<file path="src/rtl/vga_pkg.sv">
// Shared constants for the 640x480@60 raster: default segment sizes, derived totals
// and the v_count code used during vertical blanking.
package vga_pkg;

  localparam int DEF_CLK_DIV   = 4;
  localparam int DEF_H_ACTIVE  = 640;
  localparam int DEF_H_FP      = 16;
  localparam int DEF_H_SYNC    = 96;
  localparam int DEF_H_BP      = 48;
  localparam int DEF_V_ACTIVE  = 480;
  localparam int DEF_V_FP      = 10;
  localparam int DEF_V_SYNC    = 2;
  localparam int DEF_V_BP      = 33;
  localparam int DEF_ALIGN_LAT = 1;

  function automatic int seg_total(input int active, input int fp, input int sync, input int bp);
    return active + fp + sync + bp;
  endfunction

  localparam int H_TOTAL = seg_total(DEF_H_ACTIVE, DEF_H_FP, DEF_H_SYNC, DEF_H_BP);
  localparam int V_TOTAL = seg_total(DEF_V_ACTIVE, DEF_V_FP, DEF_V_SYNC, DEF_V_BP);

  localparam logic [8:0] V_BLANK_CODE = 9'h1FF;

endpackage

</file>
<file path="src/rtl/vga_sync_delay.sv">
// Reset-valued clk-rate shift register that lines sync/de up with the overlay ROM read.
// Latency DEPTH clk cycles (DEPTH >= 1); no backpressure.
module vga_sync_delay #(
  parameter int               DEPTH   = 1,
  parameter int               WIDTH   = 3,
  parameter logic [WIDTH-1:0] RST_VAL = '0
) (
  input  logic             clk,
  input  logic             rst,
  input  logic [WIDTH-1:0] din,
  output logic [WIDTH-1:0] dout
);

  logic [WIDTH-1:0] stage [DEPTH];

  always_ff @(posedge clk or posedge rst) begin
    if (rst) begin
      for (int i = 0; i < DEPTH; i++) stage[i] <= RST_VAL;
    end else begin
      stage[0] <= din;
      for (int i = 1; i < DEPTH; i++) stage[i] <= stage[i-1];
    end
  end

  assign dout = stage[DEPTH-1];

endmodule

</file>
<file path="src/rtl/vga_timing.sv">
// Raster timing generator: pixel-rate divider, h/v position counters, sync and data-enable.
// Define VGA_TIMING_ALIGN_EN to delay hsync/vsync/de by ALIGN_LAT clk cycles.
module vga_timing
  import vga_pkg::*;
#(
  parameter int CLK_DIV   = DEF_CLK_DIV,
  parameter int H_ACTIVE  = DEF_H_ACTIVE,
  parameter int H_FP      = DEF_H_FP,
  parameter int H_SYNC    = DEF_H_SYNC,
  parameter int H_BP      = DEF_H_BP,
  parameter int V_ACTIVE  = DEF_V_ACTIVE,
  parameter int V_FP      = DEF_V_FP,
  parameter int V_SYNC    = DEF_V_SYNC,
  parameter int V_BP      = DEF_V_BP,
  parameter int ALIGN_LAT = DEF_ALIGN_LAT
) (
  input  logic       clk,
  input  logic       rst,
  output logic       pix_tick,
  output logic [9:0] h_count,
  output logic [8:0] v_count,
  output logic       hsync,
  output logic       vsync,
  output logic       de,
  output logic       frame_start
);

  localparam int H_TOT = seg_total(H_ACTIVE, H_FP, H_SYNC, H_BP);
  localparam int V_TOT = seg_total(V_ACTIVE, V_FP, V_SYNC, V_BP);

  localparam logic [3:0] DIV_LAST = 4'(CLK_DIV - 1);
  localparam logic [9:0] H_LAST   = 10'(H_TOT - 1);
  localparam logic [9:0] V_LAST   = 10'(V_TOT - 1);
  localparam logic [9:0] H_ACT    = 10'(H_ACTIVE);
  localparam logic [9:0] V_ACT    = 10'(V_ACTIVE);
  localparam logic [9:0] HS_FIRST = 10'(H_ACTIVE + H_FP);
  localparam logic [9:0] HS_LAST  = 10'(H_ACTIVE + H_FP + H_SYNC - 1);
  localparam logic [9:0] VS_FIRST = 10'(V_ACTIVE + V_FP);
  localparam logic [9:0] VS_LAST  = 10'(V_ACTIVE + V_FP + V_SYNC - 1);

  logic [3:0] div, div_nxt;
  logic [9:0] hc, hc_nxt;
  logic [9:0] vc, vc_nxt;
  logic       tick_nxt, wrap_nxt;
  logic       hs_nxt, vs_nxt, de_nxt;
  logic [8:0] vcount_nxt;
  logic       hs_r, vs_r, de_r;

  always_comb begin
    tick_nxt = (div == DIV_LAST);
    div_nxt  = tick_nxt ? 4'd0 : div + 4'd1;
    hc_nxt   = hc;
    vc_nxt   = vc;
    wrap_nxt = 1'b0;
    if (tick_nxt) begin
      if (hc == H_LAST) begin
        hc_nxt = 10'd0;
        if (vc == V_LAST) begin
          vc_nxt   = 10'd0;
          wrap_nxt = 1'b1;
        end else begin
          vc_nxt = vc + 10'd1;
        end
      end else begin
        hc_nxt = hc + 10'd1;
      end
    end
  end

  // Decode from the next-state position so registered outputs match h_count/v_count.
  always_comb begin
    hs_nxt     = !((hc_nxt >= HS_FIRST) && (hc_nxt <= HS_LAST));
    vs_nxt     = !((vc_nxt >= VS_FIRST) && (vc_nxt <= VS_LAST));
    de_nxt     = (hc_nxt < H_ACT) && (vc_nxt < V_ACT);
    vcount_nxt = (vc_nxt < V_ACT) ? vc_nxt[8:0] : V_BLANK_CODE;
  end

  always_ff @(posedge clk or posedge rst) begin
    if (rst) begin
      div         <= 4'd0;
      pix_tick    <= 1'b0;
      frame_start <= 1'b0;
      hc          <= 10'd0;
      vc          <= 10'd0;
      v_count     <= 9'd0;
      hs_r        <= 1'b1;
      vs_r        <= 1'b1;
      de_r        <= 1'b0;
    end else begin
      div         <= div_nxt;
      pix_tick    <= tick_nxt;
      frame_start <= wrap_nxt;
      hc          <= hc_nxt;
      vc          <= vc_nxt;
      if (tick_nxt) begin
        v_count <= vcount_nxt;
        hs_r    <= hs_nxt;
        vs_r    <= vs_nxt;
        de_r    <= de_nxt;
      end
    end
  end

  assign h_count = hc;

`ifdef VGA_TIMING_ALIGN_EN
  vga_sync_delay #(
    .DEPTH  (ALIGN_LAT),
    .WIDTH  (3),
    .RST_VAL(3'b110)
  ) u_sync_delay (
    .clk (clk),
    .rst (rst),
    .din ({hs_r, vs_r, de_r}),
    .dout({hsync, vsync, de})
  );
`else
  assign hsync = hs_r;
  assign vsync = vs_r;
  assign de    = de_r;
`endif

endmodule
</file>
<file path="config.mk">
export PLATFORM = sky130hd
export DESIGN_NAME = vga_timing
export DESIGN_NICKNAME = d
export VERILOG_FILES = /design/src/rtl/vga_pkg.sv /design/src/rtl/vga_sync_delay.sv /design/src/rtl/vga_timing.sv
export SDC_FILE = /design/constraint.sdc
export NUM_CORES = 1
export LEC_CHECK = 0
export ABC_AREA = 1
export ABC_CLOCK_PERIOD_IN_PS = 2100
export CAP_MARGIN = 20
export CORE_MARGIN = 8
export CORE_UTILIZATION = 55
export DETAILED_ROUTE_END_ITERATION = 12
export GPL_ROUTABILITY_DRIVEN = 0
export PLACE_DENSITY = 0.78
export SYNTH_ARGS = -nofsm -noshare
export SYNTH_HDL_FRONTEND = slang
export SYNTH_SLANG_ARGS = --single-unit
</file>
<file path="constraint.sdc">
create_clock -name clk -period 2.1 [get_ports clk]
set_input_delay 0.315 -clock clk [delete_from_list [all_inputs] [get_ports clk]]
set_output_delay 0.315 -clock clk [all_outputs]
set_load 0.005 [all_outputs]
</file>
Yosys cells after proc, flatten, opt, wreduce, memory -nomap -nowiden
Cells that the tools add are included.

cells by class
  add/sub/neg operators = 3
  magnitude comparators = 6
  eq/ne operators = 3
  muxes and demuxes = 10
  reductions and logical operators = 5

operators with widths
  kind                     number
  $mux W10                 5
  $add A10 B1 Y10 const B  2
  $eq A10 B10 Y1 const B   2
  $ge A10 B10 Y1 const B   1
  $ge A10 B9 Y1 const B    1
  $le A10 B10 Y1 const B   1
  $le A10 B9 Y1 const B    1
  $lt A10 B10 Y1 const B   1
  $lt A10 B9 Y1 const B    1
  $mux W9                  1
  $add A4 B1 Y4 const B    1
  $eq A4 B2 Y1 const B     1
  $mux W4                  1
  $logic_and A1 B1 Y1      3
  $mux W1                  3
  $logic_not A1 Y1         2

word-level totals
  flip-flop bits (word level) = 38
  input port bits = 2
  output and inout bits = 24
  word-level logic and storage cells = 36

Depth between registers and ports, before layout
  depth after elaboration = 7
  mapped depth = 16
  mapped depth without buffers = 16

Worst setup path before layout
OpenSTA, ideal clock, no wires.

  path kind = flip-flop to flip-flop
  from = register div[0]
  to = register v_count[2]
  library setup time = 0.113 ns
  data arrival time = 1.671 ns
  required time = 1.987 ns
  slack = 0.316 ns
  stages on the path, launching flop included = 11
  path buffers = 4
  clock period less this slack = 1.784 ns
  cells stage by stage = dfrtp_1 -> ha_1 -> nand3_2 -> buf_6 -> inv_2 -> buf_6 -> buf_2 -> buf_2 -> or2_2 -> nand2_1 -> inv_1

on the way
  word-level cells in the longest chain between the ends = 4

ends and longest elaborated chain
  element                   RTL line          RTL
  start: declaration        vga_timing.sv:41  logic [3:0] div, div_nxt;
  start signal: assignment  vga_timing.sv:90  div <= div_nxt;
  $eq A4 B2 Y1 *            vga_timing.sv:50  tick_nxt = (div == DIV_LAST);
  $mux W10                  vga_timing.sv:55  if (tick_nxt) begin
  $lt A10 B9 Y1             vga_timing.sv:75  vcount_nxt = (vc_nxt < V_ACT) ? vc_nxt[8:0] : V_BLANK_CODE;
  $mux W9                   vga_timing.sv:75
  end signal: assignment    vga_timing.sv:96  v_count <= vcount_nxt;
  end: declaration          vga_timing.sv:21  output logic [8:0] v_count,

Every way passes the cells marked *; elsewhere a longest branch is shown, timed or not.
A chain may end at the register's enable or synchronous reset.

Worst setup path after layout
  from = register hc[1], in the netlist h_count[1]
  to = register de_r, in the netlist de

on the way
  word-level cells in the longest chain between the ends = 5
  elaborated cells on any way between the ends = 9
  those cells by class = 1 x add/sub; 2 x order compare; 1 x eq/ne; 4 x mux; 1 x reduce/logical

ends and longest elaborated chain
  element                   RTL line          RTL
  start: declaration        vga_timing.sv:42  logic [9:0] hc, hc_nxt;
  start signal: assignment  vga_timing.sv:93  hc <= hc_nxt;
  $eq A10 B10 Y1            vga_timing.sv:56  if (hc == H_LAST) begin
  $mux W10                  vga_timing.sv:56
  $mux W10                  vga_timing.sv:55
  via vc_nxt[5]             vga_timing.sv:43  logic [9:0] vc, vc_nxt;
  $lt A10 B9 Y1             vga_timing.sv:74  de_nxt = (hc_nxt < H_ACT) && (vc_nxt < V_ACT);
  $logic_and A1 B1 Y1       vga_timing.sv:74
  end signal: assignment    vga_timing.sv:99  de_r <= de_nxt;
  end: declaration          vga_timing.sv:47  logic hs_r, vs_r, de_r;

The timed path passes the listed nets, and every way through them passes these cells.

==> out/metrics.yaml <==
layout_commonest_cell: "nand2_1"
maxSlewHeadroom: 0.687
finalCritPeriodShare: 0.954
syn_nets: 317
cell_internal_pwr_uw: 995
cts.sinks: 38
grt_antenna_before_repair: 0
die_area_um2: 6420
synthCells: 311
crit_fanout: 8
startpoint: "h_count[1]"
path_cells: "ha_2 -> nand3_2 -> nor2_4 -> nand3_1 -> nand2_1 -> nand2_1 -> inv_2 -> nand2_1 -> nor2_4 -> nand3_4 -> nand3_1 -> nand2_1"
layout_common_cells: "nand2_1 (77), inv_1 (50), dfrtp_1 (36), nor2_1 (35), nand3_1 (31)"
pin_count: 26
synth.distinct_cells: 32
drtPass1Iterations: 4
drtIter0Drc: 175
worstMarginPinSlew_ps: 469
path_class: "flip-flop to flip-flop"
dp_hpwl_um: 3840
grt_overflow_total: 0
wl_um: 5170
pwr-share-seq: 0.580
reg2reg_depth: 12
cts_max_path_buffers: 2
start_util: 0.570
power_density_nw_per_um2: 467
die_w_um: 80.1
skew_ps: 17.4
die_h_um: 80.1
drc: 0
drv_cap: 0
vias_per_cell: 5.11
setup_violations: 0
synth_area_leader_cell: "dfrtp_1"
post-route-min-period_ps: 2000
seq_area_frac_synth: 0.421
rsz0062_at_grt: "no"
clock-root-buffer: "clkbuf_8"
cts_tree: "built"
rrSetupSlack_ps: 100
grtUsageTotal: 0.170
p_clk_frac: 0.406
worst_path_largest_cell_delay_ps: 430
status: "finished, final reports clean"
cp.arrival_ps: 2170
p_comb_frac: 0.013
netlist.area_leader.share: 0.398
first_global_vias: 1934
area_delta_synth_final_pct: 19.4
synthTopCellsByArea: "dfrtp_1 (40%), nand2_1 (13%), inv_1 (8.3%), nand3_1 (6.9%), nor2_1 (6.0%)"
htreeDepth: 2
holdBufCountCts: 0
dpl-instance-area_um2: 2590
avgSynthCellArea_um2: 7.27
io_buffers: 25
cp_top_family: "simple AND/OR/NAND/NOR gates"
yosys_warnings: 0
syn_area_um2: 2260
clkLatencyLatePin_ps: 290
finalHoldViolCount: 0
diodes: 0
cpMostUsedCell: "nand2_1"
ant_nets: 0
p_sw_frac: 0.210
crit_path_end_kind: "flip-flop"
fmaxAchievable_mhz: 499
nNetsFinal: 351
r2r_start: "h_count[1]"
drive_above_1_share: 0.151
switchingPower_uw: 265
wire_per_inst_um: 13.1
endpoint: "de"
cts_buffers: 5
r2r-end: "de"
rows: 23
grt_first_pass_wirelength_um: 8670
clk_pin_slew_ps: 80
slew_violations: 0
ys_seq_elements: 38
fp.coreArea_um2: 3970
leakagePower_uw: 0.00138
worstSetupStartpointType: "flip-flop"
fin_area_um2: 2700
worst-path-stages: 12
fin_util: 0.680
ir_drop_v: 0.000373
vias: 2020
required_ps: 2270
grt_start_max_net_pins: 39
min_path_type: "primary input to async pin"
setup_tns_ps: 0
crit_slowest_cell: "dfrtp_1"
cp.buffers_inverters: 1
==> power by group through the flow <==
stage               logic [uW]  registers (uW)  clock network [uW]
floorplan                 10.7             746                   0
global placement          18.3             746                   0
detailed placement        18.0             746                   0
CTS                       18.0             732                 524
global route              20.9             731                 562
finish                    16.7             732                 512
==> registers in the layout, indices dropped and copies added, names as in the netlist <==
signal,cells
de,1
div,4
frame_start,1
h_count,10
hsync,1
pix_tick,1
v_count,9
vc,10
vsync,1
==> metrics by stage <==
step	cells	power (uW)	worst slack (ps)	hold WS, ps
3_5_place_dp	388	764	100	451
4_1_cts	395	1270	77.0	436
5_1_grt	395	1310	0.734	481
2_1_floorplan	311	756	316	433
6_report	395	1260	97.1	424
3_3_place_gp	388	764	151	446
==> cells in the mapped netlist (all sizes together) <==
master	n
o21bai	2
nand3	34
o21ai	10
dfrtp	36
nand4	10
a31oi	1
nor2	44
buf	5
xor2	2
xnor2	1
clkinv	1
a21oi	5
inv	59
nand2	81
nor3	5
or2	8
o211ai	1
ha	4
dfstp	2
==> logic make-up after synthesis <==
family	count (synthesis)	share of synthesized area
AOI/OAI and AO/OA	19	0.0542
buffers and inverters	65	0.116
xor gates and xnor gates	3	0.0116
DFF	38	0.421
and+or+nand+nor	182	0.374
adders and majority gates	4	0.0221
==> worst min-delay path by stage <==
| stage | start | to | slack [ps] | depth (start not counted) |
|---|---|---|---|---|
| after detailed placement | div[0] | div[0] | 450 | 1 |
| final | rst | vc[5] | 420 | 3 |
| after global routing | div[0] | div[0] | 480 | 1 |
| after floorplan | div[0] | div[0] | 430 | 1 |
| after global placement | div[0] | div[0] | 450 | 1 |
| after CTS | rst | v_count[6] | 440 | 3 |
==> tightest hold or removal path: cells and delay by family <==
| kind | cells | cell delay, ps |
|---|---|---|
| buffers and inverters | 3 | 840 |
==> metal layers <==
layer,track usage,share of wire,vias up
met1,0.214,0.47,941
met3,0.0435,0.049,5
met4,0.0636,0.012,0
met2,0.272,0.47,45
met5,0,0,-
li1,-,-,1029
==> final cells by class <==
type	instances	area [um2]
clock buffers	7	86.3
inverters	60	225
flip-flops and latches	38	953
repair buffers	32	303
fillers	331	1270
multi-input cells	208	1070
well taps	50	62.6
==> repair_timing <==
action                     CTS  global route
setup buffers                0             0
hold endpoints to repair     0             0
setup endpoints to repair    0             9
gates resized for setup      0             6
No activity file was read; power rests on OpenSTA's default activity.
